File: src/rtl/isr_controller_if.sv
// Bundle of the interrupt controller's pipeline-side signals.
// Handshake: the controller has no valid/ready pair of its own. A redirect
// is accepted by the pipeline in the same cycle that ISR_PC_flush and
// ISR_pipe_flush are high. Those two strobes are always equal. isr_pc is
// meaningful only while the strobes are high and reads 0 otherwise.
interface isr_controller_if;
    logic [3:0]  int_sig;
    logic [3:0]  int_mask;
    logic        gie;
    logic [11:0] id_pc;
    logic        id_valid;
    logic        id_is_uret;
    logic        pipe_stall;
    logic        branch_flush;
    logic        jump_flush;
    logic        ISR_PC_flush;
    logic        ISR_pipe_flush;
    logic [11:0] isr_pc;
    logic        ISR_running;
    logic [1:0]  isr_idx;
    logic [11:0] saved_pc;
    logic [1:0]  state_dbg;

    // Pipeline / interrupt sources side
    modport master (
        output int_sig, int_mask, gie, id_pc, id_valid, id_is_uret,
               pipe_stall, branch_flush, jump_flush,
        input  ISR_PC_flush, ISR_pipe_flush, isr_pc, ISR_running,
               isr_idx, saved_pc, state_dbg
    );

    // Controller side
    modport slave (
        input  int_sig, int_mask, gie, id_pc, id_valid, id_is_uret,
               pipe_stall, branch_flush, jump_flush,
        output ISR_PC_flush, ISR_pipe_flush, isr_pc, ISR_running,
               isr_idx, saved_pc, state_dbg
    );
endinterface

File: src/rtl/isr_controller.sv
// Interrupt entry/return controller. It latches request edges, picks the
// lowest eligible line, waits for a clean pipeline cycle to redirect to the
// vector, and on uret redirects back to the saved return address.
module isr_controller #(
    parameter logic [11:0] VEC_BASE = 12'hF00
) (
    input logic             clk,
    input logic             nrst,
    isr_controller_if.slave bus
);
    typedef enum logic [1:0] {S_IDLE, S_ARM, S_RUN, S_RET} state_e;

    state_e      state_q, state_d;
    logic [3:0]  pend_q, pend_d;
    logic [3:0]  sig_dly_q, sig_dly_d;
    logic [11:0] saved_pc_q, saved_pc_d;
    logic [1:0]  isr_idx_q, isr_idx_d;

    logic [3:0]  rise;
    logic [3:0]  eligible;
    logic [3:0]  clr;
    logic [1:0]  win_idx;
    logic        win_valid;
    logic        path_clear;
    logic        cur_ok;
    logic        flush;
    logic [11:0] pc_out;

    assign rise       = bus.int_sig & ~sig_dly_q;
    assign eligible   = bus.gie ? (pend_q & bus.int_mask) : 4'b0000;
    assign path_clear = ~bus.pipe_stall & ~bus.branch_flush & ~bus.jump_flush;
    // The armed line must still be pending, unmasked and globally enabled.
    assign cur_ok     = bus.gie & bus.int_mask[isr_idx_q] & pend_q[isr_idx_q];

    // Priority pick: the lowest eligible index wins.
    always_comb begin
        win_idx   = 2'd0;
        win_valid = |eligible;
        for (int i = 3; i >= 0; i--) begin
            if (eligible[i]) win_idx = 2'(i);
        end
    end

    // Next-state, pending bookkeeping and redirect strobes.
    always_comb begin
        state_d    = state_q;
        isr_idx_d  = isr_idx_q;
        saved_pc_d = saved_pc_q;
        clr        = 4'b0000;
        flush      = 1'b0;
        pc_out     = 12'h000;
        case (state_q)
            S_IDLE: begin
                if (win_valid) begin
                    state_d   = S_ARM;
                    isr_idx_d = win_idx;
                end
            end
            S_ARM: begin
                if (!cur_ok) begin
                    // Enable withdrawn: back off quietly, the request stays pending.
                    state_d = S_IDLE;
                end else if (path_clear && bus.id_valid) begin
                    flush          = 1'b1;
                    pc_out         = VEC_BASE + {6'b000000, isr_idx_q, 4'b0000};
                    saved_pc_d     = bus.id_pc;
                    clr[isr_idx_q] = 1'b1;
                    state_d        = S_RUN;
                end
            end
            S_RUN: begin
                if (bus.id_is_uret && bus.id_valid) state_d = S_RET;
            end
            S_RET: begin
                if (path_clear) begin
                    flush   = 1'b1;
                    pc_out  = saved_pc_q;
                    state_d = S_IDLE;
                end
            end
            default: state_d = S_IDLE;
        endcase

        // A new edge in the same cycle as the clear keeps the line pending.
        pend_d    = (pend_q & ~clr) | rise;
        sig_dly_d = bus.int_sig;

        if (!nrst) begin
            state_d    = S_IDLE;
            isr_idx_d  = 2'd0;
            saved_pc_d = 12'h000;
            pend_d     = 4'b0000;
            sig_dly_d  = 4'b0000;
            flush      = 1'b0;
            pc_out     = 12'h000;
        end
    end

    // State registers; reset is folded into the _d logic above.
    always_ff @(posedge clk) begin
        state_q    <= state_d;
        pend_q     <= pend_d;
        sig_dly_q  <= sig_dly_d;
        saved_pc_q <= saved_pc_d;
        isr_idx_q  <= isr_idx_d;
    end

    assign bus.ISR_PC_flush   = flush;
    assign bus.ISR_pipe_flush = flush;
    assign bus.isr_pc         = pc_out;
    assign bus.ISR_running    = (state_q == S_RUN) || (state_q == S_RET);
    assign bus.isr_idx        = isr_idx_q;
    assign bus.saved_pc       = saved_pc_q;
    assign bus.state_dbg      = state_q;
endmodule

File: src/flat_wrapper.sv
// flat-port wrapper written by rule: the top's interface ports become plain ports
module isr_controller_flat 
#(
    parameter logic [11:0] VEC_BASE = 12'hF00
)
  (clk, nrst, bus_int_sig, bus_int_mask, bus_gie, bus_id_pc, bus_id_valid, bus_id_is_uret, bus_pipe_stall, bus_branch_flush, bus_jump_flush, bus_ISR_PC_flush, bus_ISR_pipe_flush, bus_isr_pc, bus_ISR_running, bus_isr_idx, bus_saved_pc, bus_state_dbg);
  isr_controller_if bus_i ();
  input logic clk;
  input logic nrst;
  input wire logic [$bits(bus_i.int_sig)-1:0] bus_int_sig;
  input wire logic [$bits(bus_i.int_mask)-1:0] bus_int_mask;
  input wire logic [$bits(bus_i.gie)-1:0] bus_gie;
  input wire logic [$bits(bus_i.id_pc)-1:0] bus_id_pc;
  input wire logic [$bits(bus_i.id_valid)-1:0] bus_id_valid;
  input wire logic [$bits(bus_i.id_is_uret)-1:0] bus_id_is_uret;
  input wire logic [$bits(bus_i.pipe_stall)-1:0] bus_pipe_stall;
  input wire logic [$bits(bus_i.branch_flush)-1:0] bus_branch_flush;
  input wire logic [$bits(bus_i.jump_flush)-1:0] bus_jump_flush;
  output wire logic [$bits(bus_i.ISR_PC_flush)-1:0] bus_ISR_PC_flush;
  output wire logic [$bits(bus_i.ISR_pipe_flush)-1:0] bus_ISR_pipe_flush;
  output wire logic [$bits(bus_i.isr_pc)-1:0] bus_isr_pc;
  output wire logic [$bits(bus_i.ISR_running)-1:0] bus_ISR_running;
  output wire logic [$bits(bus_i.isr_idx)-1:0] bus_isr_idx;
  output wire logic [$bits(bus_i.saved_pc)-1:0] bus_saved_pc;
  output wire logic [$bits(bus_i.state_dbg)-1:0] bus_state_dbg;
  assign bus_i.int_sig = bus_int_sig;
  assign bus_i.int_mask = bus_int_mask;
  assign bus_i.gie = bus_gie;
  assign bus_i.id_pc = bus_id_pc;
  assign bus_i.id_valid = bus_id_valid;
  assign bus_i.id_is_uret = bus_id_is_uret;
  assign bus_i.pipe_stall = bus_pipe_stall;
  assign bus_i.branch_flush = bus_branch_flush;
  assign bus_i.jump_flush = bus_jump_flush;
  assign bus_ISR_PC_flush = bus_i.ISR_PC_flush;
  assign bus_ISR_pipe_flush = bus_i.ISR_pipe_flush;
  assign bus_isr_pc = bus_i.isr_pc;
  assign bus_ISR_running = bus_i.ISR_running;
  assign bus_isr_idx = bus_i.isr_idx;
  assign bus_saved_pc = bus_i.saved_pc;
  assign bus_state_dbg = bus_i.state_dbg;
  isr_controller #(.VEC_BASE(VEC_BASE)) u_core (.clk(clk), .nrst(nrst), .bus(bus_i));
endmodule
File: config.mk
export PLATFORM = sky130hd
export DESIGN_NAME = isr_controller_flat
export DESIGN_NICKNAME = d
export VERILOG_FILES = /design/src/rtl/isr_controller_if.sv /design/src/rtl/isr_controller.sv /design/src/flat_wrapper.sv
export SDC_FILE = /design/constraint.sdc
export NUM_CORES = 1
export LEC_CHECK = 0
export ABC_AREA = 1
export BUFFER_PORTS_ARGS = -buffer_cell sky130_fd_sc_hd__buf_2
export CAP_MARGIN = 20
export CORE_MARGIN = 2
export CORE_UTILIZATION = 51
export DETAILED_ROUTE_END_ITERATION = 8
export PLACE_DENSITY = 0.81
export SLEW_MARGIN = 20
export SYNTH_ARGS = -nofsm -noshare
export SYNTH_HDL_FRONTEND = slang
export SYNTH_SLANG_ARGS = --single-unit
File: constraint.sdc
create_clock -name clk -period 3.2 [get_ports clk]
set_input_delay 0.8 -clock clk [delete_from_list [all_inputs] [get_ports clk]]
set_output_delay 0.8 -clock clk [all_outputs]
set_load 0.01 [all_outputs]
* After elaboration in Yosys (flattened, before gate mapping)
Cells that the tools add are included.
W data, S select, Z words.
** Operators by class
- Add/sub/neg operators :: 1
- Order comparisons :: 2
- Equality and inequality tests :: 7
- Mux-type cells :: 30
- Bitwise logic cells :: 13
- Reductions and logical operators :: 9
** Operator list (count)
- $mux W12 :: 4
- $pmux W12 S2 :: 1
- $mux W2 :: 9
- $mux W4 :: 4
- $and A4 B4 Y4 :: 3
- $add A9 B7 Y10 const A :: 1
- $not A4 Y4 :: 2
- $pmux W2 S4 :: 1
- $mux W1 :: 7
- $ne A2 B1 Y1 const B :: 3
- $and A1 B1 Y1 :: 4
- $bmux W1 S2 :: 2
- $eq A2 B2 Y1 const B :: 2
- $or A4 B4 Y4 :: 1
- $reduce_and A4 Y1 :: 1
- $reduce_or A4 Y1 :: 1
- $logic_and A1 B1 Y1 :: 3
- $lt A2 B3 Y1 const B :: 1
- $ne A3 B3 Y1 const B :: 1
- $not A1 Y1 :: 3
- $reduce_and A3 Y1 :: 1
- $demux W1 S2 :: 1
- $eq A2 B1 Y1 const B :: 1
- $ge A2 B1 Y1 const B :: 1
- 4 further kinds :: 4
** Word-level totals
- Bits in registers :: 24
- Output and inout port bits :: 31
- Logic and storage cells :: 67

* Longest topological paths before layout
Gate-level depths: netlist of the first run.
- Depth in word-level cells :: 10
- Mapped depth :: 11

* Worst setup path before layout of the first run
Ideal clock, no wire load.
- Path kind :: input -> output
- From :: input port bus_branch_flush
- To :: output port bus_ISR_pipe_flush
- Data arrival time :: 1.977 ns
- Required time :: 2.400 ns
- Path slack :: 0.423 ns
- Stages :: 6
- Path buffers :: 1
- Path through :: nor3_1 -> inv_1 -> nor2_1 -> inv_1 -> a21oi_1 -> buf_4
** Between the ends
- Word-level cells in the longest chain between the ends :: 8
- Elaborated cells between the ends (all ways) :: 9
- Those cells by class :: mux: 5; bitwise: 3; reduce/logical: 1
** RTL lines
- start, declared :: line flat_wrapper.sv:17 : input wire logic [$bits(bus_i.branch_flush)-1:0] bus_branch_flush;
- $not A1 Y1 * :: line isr_controller.sv:31 : assign path_clear = ~bus.pipe_stall & ~bus.branch_flush & ~bus.jump_flush;
- $and A1 B1 Y1 * (2 in a row) :: line isr_controller.sv:31
- $logic_and A1 B1 Y1 :: line isr_controller.sv:63 : end else if (path_clear && bus.id_valid) begin
- $mux W1 :: line isr_controller.sv:63
- $mux W1 :: line isr_controller.sv:60 : if (!cur_ok) begin
- $pmux W1 S2 * :: line isr_controller.sv:52 : case (state_q)
- $mux W1 * :: line isr_controller.sv:88 : if (!nrst) begin
- end, declared :: line flat_wrapper.sv:20 : output wire logic [$bits(bus_i.ISR_pipe_flush)-1:0] bus_ISR_pipe_flush;
Every way passes the cells marked *; elsewhere a longest branch is shown, timed or not.

* Final worst setup path of the first run
- From :: register u_core.isr_idx_q[1], in the netlist u_core.bus.isr_idx[1]
- To :: output port bus_ISR_pipe_flush
** Between the ends
- Word-level cells in the longest chain between the ends :: 7
- Elaborated cells between the ends (all ways) :: 9
- Those cells by class :: mux: 7; bitwise: 2
** RTL lines
- start, declared :: line isr_controller.sv:17 : logic [1:0] isr_idx_q, isr_idx_d;
- start signal, assigned :: line isr_controller.sv:105 : isr_idx_q <= isr_idx_d;
- $bmux W1 S2 :: line isr_controller.sv:33 : assign cur_ok = bus.gie & bus.int_mask[isr_idx_q] & pend_q[isr_idx_q];
- $mux W1 (not written as such) :: line isr_controller.sv:33
- $and A1 B1 Y1 :: line isr_controller.sv:33
- $and A1 B1 Y1 * :: line isr_controller.sv:33
- $mux W1 * :: line isr_controller.sv:60
- $pmux W1 S2 * :: line isr_controller.sv:52
- $mux W1 * :: line isr_controller.sv:88
Every way passes the cells marked *; elsewhere a longest branch is shown, timed or not. The select of a mux whose other input is x is not followed.

==> run metrics, run 1 <==
crit path cell chain=inv_2 -> nand3_1 -> nand4_1 -> nand2_4 -> nor2_1 -> nand2_1 -> a21oi_1 -> buf_2; count leader, synth=nand2_1; layout cells sized above 1=39.29%; PwrDens=349.1 nW/um2; Synth Area in Compound Gates=a little under an eighth; placed insts=279; Root Driver=clkbuf_4; total number of vias=1455; DRT Pass-1 Iters=4; Leak Pwr=between 0.8 and 0.9 nW; number of setup violations in the final report=0; clk sinks=24; register share of total power=between 50% and 60%; Yosys reg bits=24; Layout Cells excl Fill=283; Worst Max-Slew Pin Slew=0.4579 ns; Critical Path Sink Type=primary output; initial antenna violation count=0; dominant combinational cell family by area after synthesis=simple AND/OR/NAND/NOR gates; first-pass GRT wire length=5333 um; Antenna Cells=0; Yosys top cell area share=33.68%; hold buffers post-CTS=0; final wirelength=3289 um; worst path arrival time=about 2.0 ns; EDFF count, synth=0; Design Area, Final=1723 um2; layout net count=281; syn_nets=roughly 230; Tot GR Track Use=between 20 and 25%; Adder-Cell Fraction of Synth Area=0%; largest net degree at the start of global routing=20; crit path time final=~2.8 ns; Max Cap Viol=0; hold_sp=u_core.sig_dly_q[0]; post-synthesis sequential area ratio=33.68%; Mapped Area=between 1000 and 1500 um2; Post-synth top cells=nand2_1 (43), nand3_1 (31), dfxtp_1 (24), nor2_1 (18), inv_1 (14); CTS tree=yes; Port Buf Inserts=58; Core Rows=19; Final Cycle Share=just under 90%; CTS-repair resized insts=0; Synth async-reset ratio=0%; Hold Crit Class=reg2reg; Avg Cell Area, Syn=around 7 um2; Distinct cells, synth=23; clock latency on the worst-skew pair=0.31 ns; Worst-path clk slew=approximately 0.13 ns; maximum clock rate=358.4 MHz; DRC violations left=0; Synth-to-Final Area Change=20.79%; run status=finished, final reports clean; area of the die=3236 um2; top_reg_cell synth=dfxtp_1; Initial Utilization=52.63%; largest buffer count on any clock path=2; Startpoint Class=register; Peak VDD IR=0.3295 mV; cell types occupying the most area after synthesis=dfxtp_1 (34%), nand2_1 (11%), nand3_1 (11%); number of global-route vias before repair=approximately 1300; Crit path largest cell delay=between 0.6 and 0.7 ns; Final Wtd Congestion=slightly above 0.9; crit-path max FO=10; hpwl dp=2502 um; Synth warnings=0; filler instances=260; RSZ-0062 raised after global routing=no; I/O pins=59; Setup Fix Bufs, Post-CTS=0; Gate Count Post-Synth=199; Via density=5.141; critical path launch point=u_core.bus.isr_idx[1]; Post-Route Skew=0.0008203 ns; Routed WL per cell=11.62 um; Clock Power Share=26.5%; core footprint=2710 um2; final-report hold violation count=0; CP required=~2.4 ns; Final Max Slew Viols=0; Post-Synth Simple-Gate Area=43.33%; NetSw=about 0.00018 W; Die Wd=56.89 um; grt ovf=0; Die H=56.89 um; switching share of total power=29.77%; post-route antenna net violation count=0; Detailed Route Iter0 Violations=54; Slew headroom=69.43%; final setup TNS=0 ns; clock buffer count from CTS=3; H-tree depth=1; CP max stage cell=dfxtp_1; area leader, netlist=dfxtp_1; R2R Path Start=u_core.bus.state_dbg[0]; hold slack=around 0.48 ns; Crit Path Category=reg2out; Int Power=0.0004224 W; xor and xnor area share after synthesis=0%; Post-DP Area=~1700 um2; mux share of post-synthesis cell area=0%; combinational power share=19.0%
[area by class of cell]
| type | instances | area, um2 | share of cell area (%) |
|---|---|---|---|
| repair buffers | 60 | 305.3 | 17.72 |
| flip-flops and latches | 24 | 480.5 | 27.89 |
| well taps | 31 | 38.79 | 2.251 |
| inverters | 19 | 78.83 | 4.575 |
| clock buffers | 4 | 36.28 | 2.106 |
| multi-input cells | 145 | 783.3 | 45.46 |
[through the flow]
stage | util [%] | power (W) | setup slack, ns
2_1_floorplan | - | 0.0004181 | 0.4234
3_5_place_dp | 62.23 | 0.0004485 | 0.4722
4_1_cts | 63.57 | 0.0006061 | 0.4108
5_1_grt | 63.57 | 0.0006277 | 0.2299
3_3_place_gp | 62.23 | 0.0004463 | 0.5054
6_report | 63.57 | 0.0006015 | 0.4098
[placed cells by master, fill, tap and decap left out, types with 2 or more instances in the layout]
cell      instances
buf_2            58
nand2_1          43
nand3_1          31
dfxtp_1          24
nor2_1           18
inv_1            14
a21oi_1          11
nand3_2          11
a21oi_2          10
nor3_1            6
nor2_4            4
or2_2             4
inv_2             3
o21ai_0           3
clkbuf_4          3
nand4_1           2
buf_4             2
[flip-flops by register name (all words and copies together) (netlist names), named ones only]
name and cells:
u_core.bus.saved_pc 12, u_core.pend_q 4, u_core.sig_dly_q 4, u_core.bus.isr_idx 2, u_core.bus.state_dbg 1
[worst max-delay path, delay by kind of cell (launching register included)]
family,cells,cell delay (ns)
AO/OA/AOI/OAI,1,0.09
buffers and inverters,2,0.28
flip-flops,1,0.62
AND/OR/NAND/NOR,5,0.69
[routing by layer]
layer | vias to the layer above | share of wire, % | GRT usage [%] | wire, um
li1 | 757 | - | - | -
met1 | 662 | 42 | 22.88 | 1387
met2 | 34 | 53 | 37.11 | 1733
met3 | 2 | 4.5 | 4.839 | 149
met4 | 0 | 0.58 | 7.309 | 19
met5 | - | 0 | 0 | 0
[power groups by stage]
stage,registers (W),logic [W],clock network [W]
after detailed placement,0.000334,0.000114,0
final,0.000328,0.000114,0.000159
after global placement,0.000334,0.000113,0
after global routing,0.000330,0.000126,0.000172
after CTS,0.000328,0.000115,0.000164
after floorplan,0.000328,0.0000905,0
[path summary, 6_finish.rpt]
| path | end | slack, ns | cells after the start |
|---|---|---|---|
| setup / recovery | bus_ISR_pipe_flush | 0.41 | 8 |
| hold / removal | u_core.pend_q[0] | 0.48 | 2 |
| setup reg to reg | u_core.bus.saved_pc[11] | 1.38 | 7 |
| hold reg to reg | u_core.pend_q[0] | 0.48 | 2 |
[cell families after synthesis]
| kind of cell | after synthesis |
|---|---|
| AOI/OAI and AO/OA | 25 |
| buffers and inverters | 30 |
| DFF | 24 |
| and+or+nand+nor | 120 |
Power figures use the tool's default switching activity.
==> run 2: changes to the inputs <==
--- a/config.mk
+++ b/config.mk
@@ -11,6 +11,7 @@
 export CORE_MARGIN = 2
 export CORE_UTILIZATION = 51
 export DETAILED_ROUTE_END_ITERATION = 8
+export MAX_ROUTING_LAYER = met4
 export PLACE_DENSITY = 0.81
 export SLEW_MARGIN = 20
 export SYNTH_ARGS = -nofsm -noshare
==> run 2 against run 1 <==
Effect of this change: total power about the same; hold slack is essentially flat; register-to-register slack barely moved; design area is the same; setup slack improved by 0.0021 ns; final cell count did not move; maximum frequency is essentially flat; critical path type unchanged; critical endpoint unchanged; largest cell class unchanged.
==> run metrics, run 2 (same netlist as run 1, synthesis figures left out) <==
area of the die=between 3000 and 4000 um2; Hold Crit Class=reg2reg; H-tree depth=1; total number of vias=1449; WP depth=8; clock latency on the worst-skew pair=0.31 ns; NetSw=0.0001794 W; Largest register FFs=12; clock buffer count from CTS=3; worst path arrival time=around 2.0 ns; Setup Fix Bufs, Post-CTS=0; Slew headroom=69.43%; crit-path leading delay family=simple AND/OR/NAND/NOR gates; Startpoint Class=register; Clock Power Share=26.6%; final wirelength=3276 um; Detailed Route Iter0 Violations=68; filler instances=260; first-pass GRT wire length=5333 um; DRC violations left=0; PwrDens=349.3 nW/um2; final setup TNS=0 ns; Final Cycle Share=approximately 87%; switching share of total power=29.81%; crit path cell chain=inv_2 -> nand3_1 -> nand4_1 -> nand2_4 -> nor2_1 -> nand2_1 -> a21oi_1 -> buf_2; Design Area, Final=1723 um2; layout cells sized above 1=39.29%; layout net count=between 200 and 300; FF-to-FF path depth=7; Die Wd=56.89 um; Worst-path clk slew=0.13 ns; Int Power=0.0004224 W; register area=~480 um2; CTS tree=yes; area of the multi-input gates=783.3 um2; CTS-repair resized insts=0; Final Wtd Congestion=just over 0.9; WHS Path Cells=2; number of setup violations in the final report=0; Leak Pwr=between 0.8 and 0.9 nW; Post-DP Area=1687 um2; Layout Cells excl Fill=283; Critical Path Sink Type=primary output; hold buffers post-CTS=0; Die H=~57 um; Routed WL per cell=11.58 um; clk sinks=24; RSZ-0062 raised after global routing=no; post-route antenna net violation count=0; final-report hold violation count=0; CP max stage cell=dfxtp_1; Post-Route Skew=a little under 0.003 ns; hpwl dp=2502 um; most frequent cells in the layout=buf_2 (58), nand2_1 (43), nand3_1 (31); I/O pins=between 50 and 60; Crit path largest cell delay=roughly 0.61 ns; grt ovf=0; crit-path max FO=10; Worst Max-Slew Pin Slew=0.4579 ns; initial antenna violation count=0; Peak VDD IR=0.3328 mV; Max Cap Viol=0; placed insts=279; Final Max Slew Viols=0; largest net degree at the start of global routing=20; CP required=2.40 ns; Core Rows=19; core footprint=2710 um2; register share of total power=54.5%; most common cell after layout, fill and taps aside=buf_2; crit path time final=around 2.8 ns; hold slack=between 0.4 and 0.5 ns; Synth-to-Final Area Change=20.79%; largest buffer count on any clock path=2; Crit Path Category=reg2out; CP bufs+invs=2; DRT Pass-1 Iters=4; Root Driver=clkbuf_4; run status=finished, final reports clean; Initial Utilization=52.63%; Tot GR Track Use=about a fifth; combinational power share=18.9%; maximum clock rate=358.7 MHz; Antenna Cells=0; number of global-route vias before repair=roughly 1300; Via density=around 5.1; Port Buf Inserts=58
==> run 2: cell counts in the layout (fill, tap and decap cells not counted) <==
Identical to the previous run, type by type.
==> run 2: worst register-to-register path: stages (launching register included) <==
cell,delay (ns)
dfxtp_1,0.44
inv_2,0.07
nor2_4,0.21
inv_2,0.08
nor2_4,0.37
nand3_2,0.30
nand2_1,0.17
a21oi_2,0.07
==> run 2: layout make-up <==
cell class              count  share of cell area [%]
inverters                  19                   4.575
clock buffers               4                   2.106
repair buffers             60                   17.72
flip-flops and latches     24                   27.89
well taps                  31                   2.251
multi-input cells         145                   45.46
==> run 2: final timing paths <==
path / from / end / slack (ns)
setup / recovery: u_core.bus.isr_idx[1] / bus_ISR_pipe_flush / 0.41
hold / removal: u_core.sig_dly_q[0] / u_core.pend_q[0] / 0.48
setup reg to reg: u_core.bus.state_dbg[0] / u_core.bus.saved_pc[11] / 1.38
hold reg to reg: u_core.sig_dly_q[0] / u_core.pend_q[0] / 0.48
==> run 2: routing by layer <==
layer	up-vias	share of wire, %	global-route usage, %
li1	756	-	-
met2	38	53	37.11
met3	2	5.1	4.839
met5	-	0	-
met1	653	42	22.88
met4	0	0.58	7.309
==> run 2: power by group through the flow <==
stage	clock, W	combinational [W]	sequential, W
6_report	0.000160	0.000114	0.000328
5_1_grt	0.000172	0.000126	0.000330
4_1_cts	0.000164	0.000115	0.000328
3_5_place_dp	0	0.000114	0.000334
3_3_place_gp	0	0.000113	0.000334
2_1_floorplan	0	0.0000905	0.000328
==> run 2: per-stage QoR <==
stage	setup WS [ns]	power (W)	util, %
after floorplan	0.4234	0.0004181	-
after global placement	0.5054	0.0004463	62.23
after detailed placement	0.4722	0.0004485	62.23
after CTS	0.4108	0.0006061	63.57
after global routing	0.2299	0.0006277	63.57
final	0.4119	0.0006019	63.57
==> run 3: changes to the inputs <==
--- a/config.mk
+++ b/config.mk
@@ -13,6 +13,7 @@
 export DETAILED_ROUTE_END_ITERATION = 8
 export MAX_ROUTING_LAYER = met4
 export PLACE_DENSITY = 0.81
+export RECOVER_POWER = 100
 export SLEW_MARGIN = 20
 export SYNTH_ARGS = -nofsm -noshare
 export SYNTH_HDL_FRONTEND = slang
==> run 3 against run 2 <==
Effect of this change: design area is 3.8% lower; maximum frequency fell by 3.1%; combinational power decreased by 5%; utilization down 2.4 points; register-to-register slack got worse by 0.63 ns; first-iteration DRC count down 12%; wire length fell by 0.67%; clock skew shrank 0.0015 ns; largest cell class unchanged.
==> run metrics, run 3 (same netlist as run 1, synthesis figures left out) <==
WHS Path Cells=2; most common cell after layout, fill and taps aside=nand2_1; Antenna Cells=0; FF-to-FF path depth=7; Port Buf Inserts=58; Worst-path clk slew=about 0.13 ns; I/O pins=between 50 and 60; area of the die=3236 um2; layout cells sized above 1=24.21%; Final Max Slew Viols=0; clock latency on the worst-skew pair=0.31 ns; Slew headroom=22.65%; Final Wtd Congestion=~0.93; reg2reg end=u_core.bus.saved_pc[0]; final-report hold violation count=0; register area=480.5 um2; CTS-repair resized insts=0; R2R Path Start=u_core.bus.state_dbg[0]; maximum clock rate=between 300 and 400 MHz; Via density=5.138; clk sinks=24; Startpoint Class=register; Max Cap Viol=0; RSZ-0062 raised after global routing=no; Leak Pwr=about 0.66 nW; Post-DP Area=1687 um2; final setup TNS=0 ns; number of setup violations in the final report=0; DRC violations left=0; hold_sp=u_core.sig_dly_q[0]; total number of vias=1454; Synth-to-Final Area Change=16.14%; clock buffer count from CTS=3; Initial Utilization=52.63%; run status=finished, final reports clean; largest net degree at the start of global routing=20; crit-path max FO=10; WHS Endpoint=u_core.pend_q[0]; Root Driver=clkbuf_4; PwrDens=359.9 nW/um2; most frequent cells in the layout=nand2_1 (44), clkbuf_1 (33), nand3_1 (31); number of global-route vias before repair=approximately 1300; Worst Max-Slew Pin Slew=1.156 ns; Setup Fix Bufs, Post-CTS=0; Final Cycle Share=about 90%; crit path time final=2.877 ns; CP required=between 2 and 2.5 ns; area of the multi-input gates=760.7 um2; Post-Route Skew=approximately 0.0015 ns; Design Area, Final=1657 um2; Hold Crit Class=reg2reg; filler instances=~290; Die Wd=about 57 um; final wirelength=between 3000 and 4000 um; Peak VDD IR=0.3273 mV; worst path arrival time=2.08 ns; first-pass GRT wire length=5333 um; Critical Path Sink Type=primary output; hold buffers post-CTS=0; initial antenna violation count=0; FF-to-FF setup slack=0.75 ns; H-tree depth=1; post-route antenna net violation count=0; layout net count=281; Routed WL per cell=~11 um; CTS tree=yes; core footprint=2710 um2; Largest register FFs=12; grt ovf=0; Tot GR Track Use=21.00%; Detailed Route Iter0 Violations=60; hpwl dp=2502 um; Crit Path Category=reg2out; Die H=around 57 um; Core Rows=19; largest buffer count on any clock path=2; DRT Pass-1 Iters=4
[run 3: per-stage QoR]
step                      total power, W  hold slack, ns  utilization (%)  worst slack [ns]  instances
after floorplan                0.0004181          0.4541                -            0.4234        199
after global placement         0.0004463          0.4584            62.23            0.5054        279
after detailed placement       0.0004485          0.4625            62.23            0.4722        279
after CTS                      0.0006061          0.4809            63.57            0.4108        283
after global routing           0.0006217          0.5091            61.13            0.1184        283
final                          0.0005963          0.4766            61.13            0.3231        283
[run 3: area by class of cell]
class,instances,share of cell area [%]
multi-input combinational,145,45.92
sequential,24,29.00
timing repair buffer,60,15.79
inverter,19,4.758
tap,31,2.341
clock buffer,4,2.190
[run 3: worst max-delay path by stage]
stage | from | endpoint | slack [ns] | cells past startpoint
after floorplan | bus_branch_flush | bus_ISR_pipe_flush | 0.42 | 6
final | u_core.bus.isr_idx[0] | bus_ISR_pipe_flush | 0.32 | 9
after global placement | bus_branch_flush | bus_ISR_pipe_flush | 0.51 | 7
after CTS | u_core.bus.isr_idx[0] | bus_ISR_pipe_flush | 0.41 | 9
after global routing | u_core.bus.isr_idx[0] | bus_ISR_PC_flush | 0.12 | 9
after detailed placement | bus_branch_flush | bus_ISR_pipe_flush | 0.47 | 7
[run 3: routing by layer]
layer | up-vias | GRT usage, % | part of all wire (%) | routed length [um]
li1 | 758 | - | - | -
met1 | 654 | 22.88 | 43 | 1394
met2 | 40 | 37.11 | 52 | 1683
met3 | 2 | 4.839 | 4.8 | 157
met4 | 0 | 7.309 | 0.58 | 19
met5 | - | - | 0 | 0
[run 3: power by group]
part | switching, W | leakage (nW) | total [W] | internal, W
registers | 0.0000167 | 0.196 | 0.000328 | 0.000311
logic | 0.0000691 | 0.441 | 0.000108 | 0.0000389
clock network | 0.0000909 | 0.0210 | 0.000160 | 0.0000695
[run 3: critical path, cell delays in order (launching register included)]
cell and delay (ns):
dfxtp_1 0.63, nand3_1 0.13, nand2_1 0.09, nor2_1 0.06, nor2_4 0.11, nand2_1 0.15
nor2_1 0.12, nand2_1 0.12, a21oi_1 0.18, clkbuf_1 0.17
